File: src/rtl/bch_encoder_if.sv
// Word-stream handshake bundle between a message source, bch_encoder and its codeword sink.
// The error-injection controls exist only when BCH_ERR_INJ_EN is defined.
interface bch_encoder_if;
    logic        set;
    logic [1:0]  code;
    logic [63:0] in_data;
    logic        in_valid;
    logic        in_ready;
    logic [63:0] out_data;
    logic        out_valid;
    logic        out_ready;
    logic        out_last;
    logic        busy;
    logic        done;
`ifdef BCH_ERR_INJ_EN
    logic [1:0]  inj_en;
    logic [9:0]  inj_pos0;
    logic [9:0]  inj_pos1;
`endif

    modport master (
        output set, code, in_data, in_valid, out_ready,
        input  in_ready, out_data, out_valid, out_last, busy, done
`ifdef BCH_ERR_INJ_EN
        , output inj_en, inj_pos0, inj_pos1
`endif
    );

    modport slave (
        input  set, code, in_data, in_valid, out_ready,
        output in_ready, out_data, out_valid, out_last, busy, done
`ifdef BCH_ERR_INJ_EN
        , input inj_en, inj_pos0, inj_pos1
`endif
    );
endinterface

File: src/rtl/bch_encoder.sv
// Systematic BCH encoder for (63,51), (255,239) and (1023,983) codes over a 64-bit word stream.
// Defining BCH_ERR_INJ_EN adds up to two deliberate coefficient flips per codeword.
module bch_encoder #(
    parameter int          BPC = 8,
    parameter logic [11:0] G1  = 12'h539,
    parameter logic [15:0] G2  = 16'h6F63,
    parameter logic [39:0] G3  = 40'h0
) (
    input logic          clk,
    input logic          rst,
    bch_encoder_if.slave bus
);
    typedef enum logic [2:0] {IDLE, LOAD, SHIFT, PAR, OUT} state_t;

    state_t       state, state_next;
    logic [1:0]   code_q;
    logic [39:0]  lfsr, lfsr_next;
    logic [63:0]  buffer  [16];
    logic [63:0]  par_buf [16];
    logic [3:0]   widx, ridx;
    logic [6:0]   pos;
    logic [3:0]   last_idx;
    logic [6:0]   last_bits;
    logic [5:0]   top;
    logic [39:0]  gpoly, rmask;
    logic [6:0]   word_bits, rem, step_bits;
    logic [BPC-1:0] chunk;
    logic         word_end;
    logic         set_ok;
    logic         done_q;
`ifdef BCH_ERR_INJ_EN
    logic [1:0]   inj_en_q;
    logic [9:0]   inj_pos0_q, inj_pos1_q;
    logic [9:0]   n_len, s0, s1;
`endif

    assign set_ok = (state == IDLE) && bus.set && (bus.code != 2'd0);

    // Per-code geometry; the last word always carries k%64 message bits, r parity bits and one pad bit.
    always_comb begin
        last_idx  = 4'd15;
        last_bits = 7'd23;
        top       = 6'd39;
        gpoly     = G3;
        rmask     = {40{1'b1}};
        case (code_q)
            2'd1: begin
                last_idx  = 4'd0;
                last_bits = 7'd51;
                top       = 6'd11;
                gpoly     = {28'b0, G1};
                rmask     = 40'h00_0000_0FFF;
            end
            2'd2: begin
                last_idx  = 4'd3;
                last_bits = 7'd47;
                top       = 6'd15;
                gpoly     = {24'b0, G2};
                rmask     = 40'h00_0000_FFFF;
            end
            default: ;
        endcase
    end

    always_comb begin
        word_bits = (widx == last_idx) ? last_bits : 7'd64;
        rem       = word_bits - pos;
        step_bits = (rem > 7'(BPC)) ? 7'(BPC) : rem;
        chunk     = BPC'((buffer[widx] << pos) >> (64 - BPC));
        lfsr_next = lfsr;
        for (int i = 0; i < BPC; i++) begin
            if (7'(i) < step_bits)
                lfsr_next = ((lfsr_next << 1) & rmask)
                          ^ (((chunk[BPC-1-i] ^ lfsr_next[top]) != 1'b0) ? gpoly : 40'h0);
        end
    end

    assign word_end = (rem <= 7'(BPC));

    // Final word image: keep message bits, drop padding, place parity MSB-first just above the pad bit.
    always_comb begin
        for (int w = 0; w < 16; w++)
            par_buf[w] = buffer[w];
        par_buf[last_idx] = (buffer[last_idx] & ~({64{1'b1}} >> last_bits)) | {23'b0, lfsr, 1'b0};
`ifdef BCH_ERR_INJ_EN
        n_len = {last_idx, 6'd63};
        s0    = n_len - 10'd1 - inj_pos0_q;
        s1    = n_len - 10'd1 - inj_pos1_q;
        for (int w = 0; w < 16; w++) begin
            if (inj_en_q[0] && (inj_pos0_q < n_len) && (s0[9:6] == 4'(w)))
                par_buf[w] = par_buf[w] ^ (64'h8000_0000_0000_0000 >> s0[5:0]);
            if (inj_en_q[1] && (inj_pos1_q < n_len) && (s1[9:6] == 4'(w)))
                par_buf[w] = par_buf[w] ^ (64'h8000_0000_0000_0000 >> s1[5:0]);
        end
`endif
    end

    always_ff @(posedge clk or posedge rst) begin
        if (rst)
            state <= IDLE;
        else
            state <= state_next;
    end

    always_comb begin
        state_next = state;
        case (state)
            IDLE:  if (set_ok) state_next = LOAD;
            LOAD:  if (bus.in_valid) state_next = SHIFT;
            SHIFT: if (word_end) state_next = (widx == last_idx) ? PAR : LOAD;
            PAR:   state_next = OUT;
            OUT:   if (bus.out_ready && (ridx == last_idx)) state_next = IDLE;
            default: state_next = IDLE;
        endcase
    end

    always_ff @(posedge clk or posedge rst) begin
        if (rst) begin
            code_q <= 2'd0;
            lfsr   <= '0;
            widx   <= '0;
            ridx   <= '0;
            pos    <= '0;
            done_q <= 1'b0;
            for (int w = 0; w < 16; w++)
                buffer[w] <= '0;
`ifdef BCH_ERR_INJ_EN
            inj_en_q   <= '0;
            inj_pos0_q <= '0;
            inj_pos1_q <= '0;
`endif
        end else begin
            done_q <= 1'b0;
            case (state)
                IDLE: if (set_ok) begin
                    code_q <= bus.code;
                    lfsr   <= '0;
                    widx   <= '0;
                    ridx   <= '0;
                    pos    <= '0;
                    for (int w = 0; w < 16; w++)
                        buffer[w] <= '0;
`ifdef BCH_ERR_INJ_EN
                    inj_en_q   <= bus.inj_en;
                    inj_pos0_q <= bus.inj_pos0;
                    inj_pos1_q <= bus.inj_pos1;
`endif
                end
                LOAD: if (bus.in_valid) buffer[widx] <= bus.in_data;
                SHIFT: begin
                    lfsr <= lfsr_next;
                    if (word_end) begin
                        pos <= '0;
                        if (widx != last_idx)
                            widx <= widx + 4'd1;
                    end else begin
                        pos <= pos + 7'(BPC);
                    end
                end
                PAR: for (int w = 0; w < 16; w++)
                    buffer[w] <= par_buf[w];
                OUT: if (bus.out_ready) begin
                    ridx   <= ridx + 4'd1;
                    done_q <= (ridx == last_idx);
                end
                default: ;
            endcase
        end
    end

    assign bus.in_ready  = (state == LOAD);
    assign bus.out_valid = (state == OUT);
    assign bus.out_data  = (state == OUT) ? buffer[ridx] : 64'h0;
    assign bus.out_last  = (state == OUT) && (ridx == last_idx);
    assign bus.busy      = (state != IDLE);
    assign bus.done      = done_q;
endmodule

File: src/flat_wrapper.sv
// flat-port wrapper written by rule: the top's interface ports become plain ports
module bch_encoder_flat 
#(
    parameter int          BPC = 8,
    parameter logic [11:0] G1  = 12'h539,
    parameter logic [15:0] G2  = 16'h6F63,
    parameter logic [39:0] G3  = 40'h0
)
  (clk, rst, bus_set, bus_code, bus_in_data, bus_in_valid, bus_out_ready, bus_in_ready, bus_out_data, bus_out_valid, bus_out_last, bus_busy, bus_done);
  bch_encoder_if bus_i ();
  input logic clk;
  input logic rst;
  input wire logic [$bits(bus_i.set)-1:0] bus_set;
  input wire logic [$bits(bus_i.code)-1:0] bus_code;
  input wire logic [$bits(bus_i.in_data)-1:0] bus_in_data;
  input wire logic [$bits(bus_i.in_valid)-1:0] bus_in_valid;
  input wire logic [$bits(bus_i.out_ready)-1:0] bus_out_ready;
  output wire logic [$bits(bus_i.in_ready)-1:0] bus_in_ready;
  output wire logic [$bits(bus_i.out_data)-1:0] bus_out_data;
  output wire logic [$bits(bus_i.out_valid)-1:0] bus_out_valid;
  output wire logic [$bits(bus_i.out_last)-1:0] bus_out_last;
  output wire logic [$bits(bus_i.busy)-1:0] bus_busy;
  output wire logic [$bits(bus_i.done)-1:0] bus_done;
  assign bus_i.set = bus_set;
  assign bus_i.code = bus_code;
  assign bus_i.in_data = bus_in_data;
  assign bus_i.in_valid = bus_in_valid;
  assign bus_i.out_ready = bus_out_ready;
  assign bus_in_ready = bus_i.in_ready;
  assign bus_out_data = bus_i.out_data;
  assign bus_out_valid = bus_i.out_valid;
  assign bus_out_last = bus_i.out_last;
  assign bus_busy = bus_i.busy;
  assign bus_done = bus_i.done;
  bch_encoder #(.BPC(BPC), .G1(G1), .G2(G2), .G3(G3)) u_core (.clk(clk), .rst(rst), .bus(bus_i));
endmodule
File: config.mk
export PLATFORM = sky130hd
export DESIGN_NAME = bch_encoder_flat
export DESIGN_NICKNAME = d
export VERILOG_FILES = /design/src/rtl/bch_encoder_if.sv /design/src/rtl/bch_encoder.sv /design/src/flat_wrapper.sv
export SDC_FILE = /design/constraint.sdc
export NUM_CORES = 2
export LEC_CHECK = 0
export BUFFER_PORTS_ARGS = -buffer_cell sky130_fd_sc_hd__buf_2
export CORE_MARGIN = 3
export CORE_UTILIZATION = 30
export DETAILED_ROUTE_END_ITERATION = 16
export MAX_ROUTING_LAYER = met4
export REMOVE_ABC_BUFFERS = 1
export SETUP_SLACK_MARGIN = 0.2
export SLEW_MARGIN = 20
export SYNTH_ARGS = -nofsm -noshare
export SYNTH_HDL_FRONTEND = slang
export SYNTH_SLANG_ARGS = --single-unit
File: constraint.sdc
create_clock -name clk -period 32.6 [get_ports clk]
set_input_delay 3.26 -clock clk [delete_from_list [all_inputs] [get_ports clk]]
set_output_delay 3.26 -clock clk [all_outputs]
set_load 0.005 [all_outputs]
==> metrics.md <==
| Metric | Value |
|---|---|
| Drt wl/cell | 34.97 um |
| Post-layout min period | 12.53 ns |
| Hold Path Class | reg -> reg |
| EDFF count, synth | 0 |
| Critical path's slowest cell | o31ai_2 |
| Max FO, Critical Path | 35 |
| Number of filler cells placed in the layout | roughly 21k |
| Mapped Area | about 0.064 sq mm |
| Cell Int Power | between 3 and 4 mW |
| Reg area | 0.02711 sq mm |
| Clk Latency, worst-skew pair | 0.81 ns |
| Synth Area per Inst | 12.42 sq um |
| FP Rows | 169 |
| Leading area contributor after synthesis | dfrtp_1 |
| Total CTS buffers | 119 |
| Data arrival time of the worst path | 13.16 ns |
| Sequential share of the synthesized area | 0.4211 |
| Slew @ Worst Pin | 1.331 ns |
| Met1 Use GR | 0.3209 |
| Initial Utilization | 0.3025 |
| Post_cts resized | 0 |
| Largest cells by area after synthesis | dfrtp_1 (42%), mux4_2 (22%), a22o_1 (14%), clkbuf_1 (2.9%), mux2i_1 (2.4%) |
| Placed cell areas | 0.06729 sq mm |
| Switching share of power | 0.5053 |
| Main synth FF type | dfrtp_1 |
| Max-cap violations | 0 |
| Most Crowded Layer GR | met2 |
| Remaining DRCs | 0 |
| P_leak | 28.86 nW |
| Flops & latches, synth | 1,082 |
| Clock sinks | 1,082 |
| Vias in the first global route | 52.62k |
| Via count | roughly 53k |
| Area of the core | 0.2125 sq mm |
| FFs w/ async S/R, synth | 1.000 |
| Starting DRT DRC Count | a little under 8k |
| CTS Hold Bufs | 0 |
| Root Buffer Master | clkbuf_16 |
| DP Cell Count | about 7.6k |
| First-pass GRT wire length | 393.7 mm |
| Syn Inst Count | 5,175 |
| DR pass1 iterations | 7 |
| Post-route cell area | just over 0.07 sq mm |
| Peak Freq | 79.79 MHz |
| GRT Resource Usage Total | 0.2510 |
| R2R Setup Slk | 20.07 ns |
| GP Congestion | 0.9889 |
| Initial antenna violation count | 41 |
| Final period utilization | 0.3845 |
| Final setup fails | 0 |
| I/O pins | 140 |
| Hpwl dp | 155.9 mm |
| TNS Setup | 0 ns |
| WP data required | 33.23 ns |
| Layout cells sized above 1 | 0.2396 |
| Total Nets Final | 4,995 |
| GRT overflow | 0 |
| CTS Buffer Depth | 3 |
| Slew margin rel. | 0.1034 |
| Fin. Hold Viols | 0 |
| Port bufs | 139 |
| Pwr Density | 93.26 mW/mm^2 |
| Post-CTS Setup Repair Bufs | 0 |
| Sequential Power Share | 0.233 |
| CP endpoint kind | register |
| Die ar. | 0.2199 sq mm |
| Kind of critical path | reg -> reg |
| Area fraction of the dominant cell type after synthesis | 0.4211 |
| Area delta synth->final | 11.10% |
| Synth Warn # | 0 |
| Clk pwr share | 0.214 |
| P_sw | ~3.4 mW |
| Chip height | 468.9 um |
| Worst-path clk slew | 0.06 ns |
| Final non-filler cell total | approximately 7.9k |
| Status | complete, no violations |
| RSZ-0062 raised after global routing | false |
| Clock Skews | 0.04828 ns |
| Logic pwr share | 0.553 |
| Peak supply drop | 0.0001260 V |
| Global Route met3 Usage | 0.07338 |
| Slew Limit Fails | 0 |
| Largest net degree at the start of global routing | 160 |
| Register-to-Register Path Depth | 34 |
| Crit start category | register |
| Die Span X | 468.9 um |
| Clock H-tree levels | 3 |
| Vias per inst | between 6 and 7 |
| Met2 usage | 0.3583 |
| Post-Route WL | 274.7 mm |
| Post-DRT Antenna Nets | 0 |
| Multi-input logic area | 0.03496 sq mm |
| Critical path's largest stage delay | 0.83 ns |
| Cell variety after synth | roughly 100 |
| Hold Crit Depth | 1 |
| TritonCTS clock tree | done |
registers in the layout, summed over array words and instances, names as in the netlist:
signal	cells
u_core.pos	4
u_core.buffer	1024
u_core.code_q	2
u_core.ridx	4
u_core.lfsr	40
u_core.widx	4
u_core.state	3
u_core.bus.done	1
area by class of cell:
type / instances / share of cell area
Antenna cell: 25 / 0.0008758
Timing Repair Buffer: 253 / 0.02309
Multi-Input combinational cell: 3423 / 0.4894
Clock buffer: 176 / 0.04904
Tap cell: 2821 / 0.04941
Inverter: 31 / 0.001787
Clock inverter: 43 / 0.006901
Sequential cell: 1082 / 0.3795
worst max-delay path: cells and delay by family, from the launching register on:
kind,cells,cell delay (ns)
flip-flops,1,0.45
AND/OR/NAND/NOR,10,3.01
adder cells (fa/ha/maj),2,0.95
buffers and inverters,2,0.68
multiplexers,4,1.35
AO/OA/AOI/OAI,13,4.84
XOR/XNOR,3,1.06
layout by cell type (no fill, tap or decap), drive strengths merged, types with 10 or more instances in the layout:
cell type  netlist  routed
dfrtp         1082    1082
a22o          1016    1016
mux4           637     637
nand2          281     281
buf            133     253
clkbuf         506     176
nor2           175     175
mux2i          152     152
o21ai          141     141
o22ai          136     136
a21oi          126     126
and3           103     103
a22oi           94      94
and2            80      80
xnor2           50      50
o32ai           36      36
inv             27      33
nand3           32      32
clkinv           4      32
nor3            29      29
xor2            26      26
diode            0      25
o2bb2ai         21      21
a21o            20      20
a31oi           16      16
nor2b           16      16
a21boi          15      15
mux2            14      14
ha              14      14
o211ai          12      12
a211oi          12      12
a221oi          11      11
or2             11      11
a2bb2oi         10      10
through the flow:
stage	hold WS (ns)	utilization	power [mW]	setup slack, ns
after floorplan	0.4558	-	3.793	-1.121
after global placement	0.4942	0.3166	5.135	20.44
after detailed placement	0.4957	0.3166	5.146	20.30
after CTS	0.5123	0.3354	6.561	20.23
after global routing	0.5303	0.3361	6.871	19.40
final	0.5172	0.3361	6.662	20.07
path summary, 6_finish.rpt:
path                                   startpoint                 end
worst max register to register   u_core.code_q[1]      u_core.lfsr[9]
worst max-delay path             u_core.code_q[1]      u_core.lfsr[9]
worst min register to register  u_core.buffer[96]   u_core.buffer[96]
worst min-delay path            u_core.buffer[96]   u_core.buffer[96]
min in group asynchronous                     rst  u_core.buffer[591]
max in group asynchronous                     rst  u_core.buffer[568]
per-layer routing:
| metal | part of all wire | vias up |
|---|---|---|
| met5 | 0 | - |
| met2 | 0.44 | 4103 |
| met4 | 0.060 | 0 |
| met3 | 0.12 | 954 |
| met1 | 0.38 | 27880 |
| li1 | - | 20290 |
cells by family after synthesis:
family	after synthesis	synth area share
AOI/OAI and AO/OA	1752	0.2159
muxes	803	0.2496
adders and majority gates	14	0.002725
DFF	1082	0.4211
xor gates and xnor gates	78	0.01117
and+or+nand+nor	776	0.05778
buffers and inverters	670	0.04174
power groups by stage:
stage | registers, mW | clock network, mW | logic [mW]
after global placement | 1.57 | 0 | 3.57
after CTS | 1.55 | 1.43 | 3.59
after detailed placement | 1.57 | 0 | 3.58
after global routing | 1.56 | 1.49 | 3.83
final | 1.55 | 1.42 | 3.68
after floorplan | 1.63 | 0 | 2.16
synthesized netlist by cell type, types with 8 or more instances:
cell	instances
dfrtp_1	1082
a22o_1	1016
mux4_2	637
clkbuf_1	503
nand2_1	280
nor2_1	174
mux2i_1	151
o22ai_1	135
o21ai_0	127
a21oi_1	125
and3_1	103
buf_1	97
a22oi_1	94
and2_1	80
xnor2_1	50
o32ai_1	36
nand3_1	31
nor3_1	27
xor2_1	25
inv_1	24
a21o_1	20
o2bb2ai_1	20
nor2b_1	16
a21boi_0	15
a31oi_1	15
buf_2	15
ha_1	14
o21ai_1	14
mux2_2	12
o211ai_1	12
a211oi_1	11
a221oi_1	10
a2bb2oi_1	10
buf_6	10
nor4_1	9
o221ai_1	9
buf_4	8
nand4_1	8
o21a_1	8
or2_2	8
Note: power is estimated with default switching activity, not from simulation.
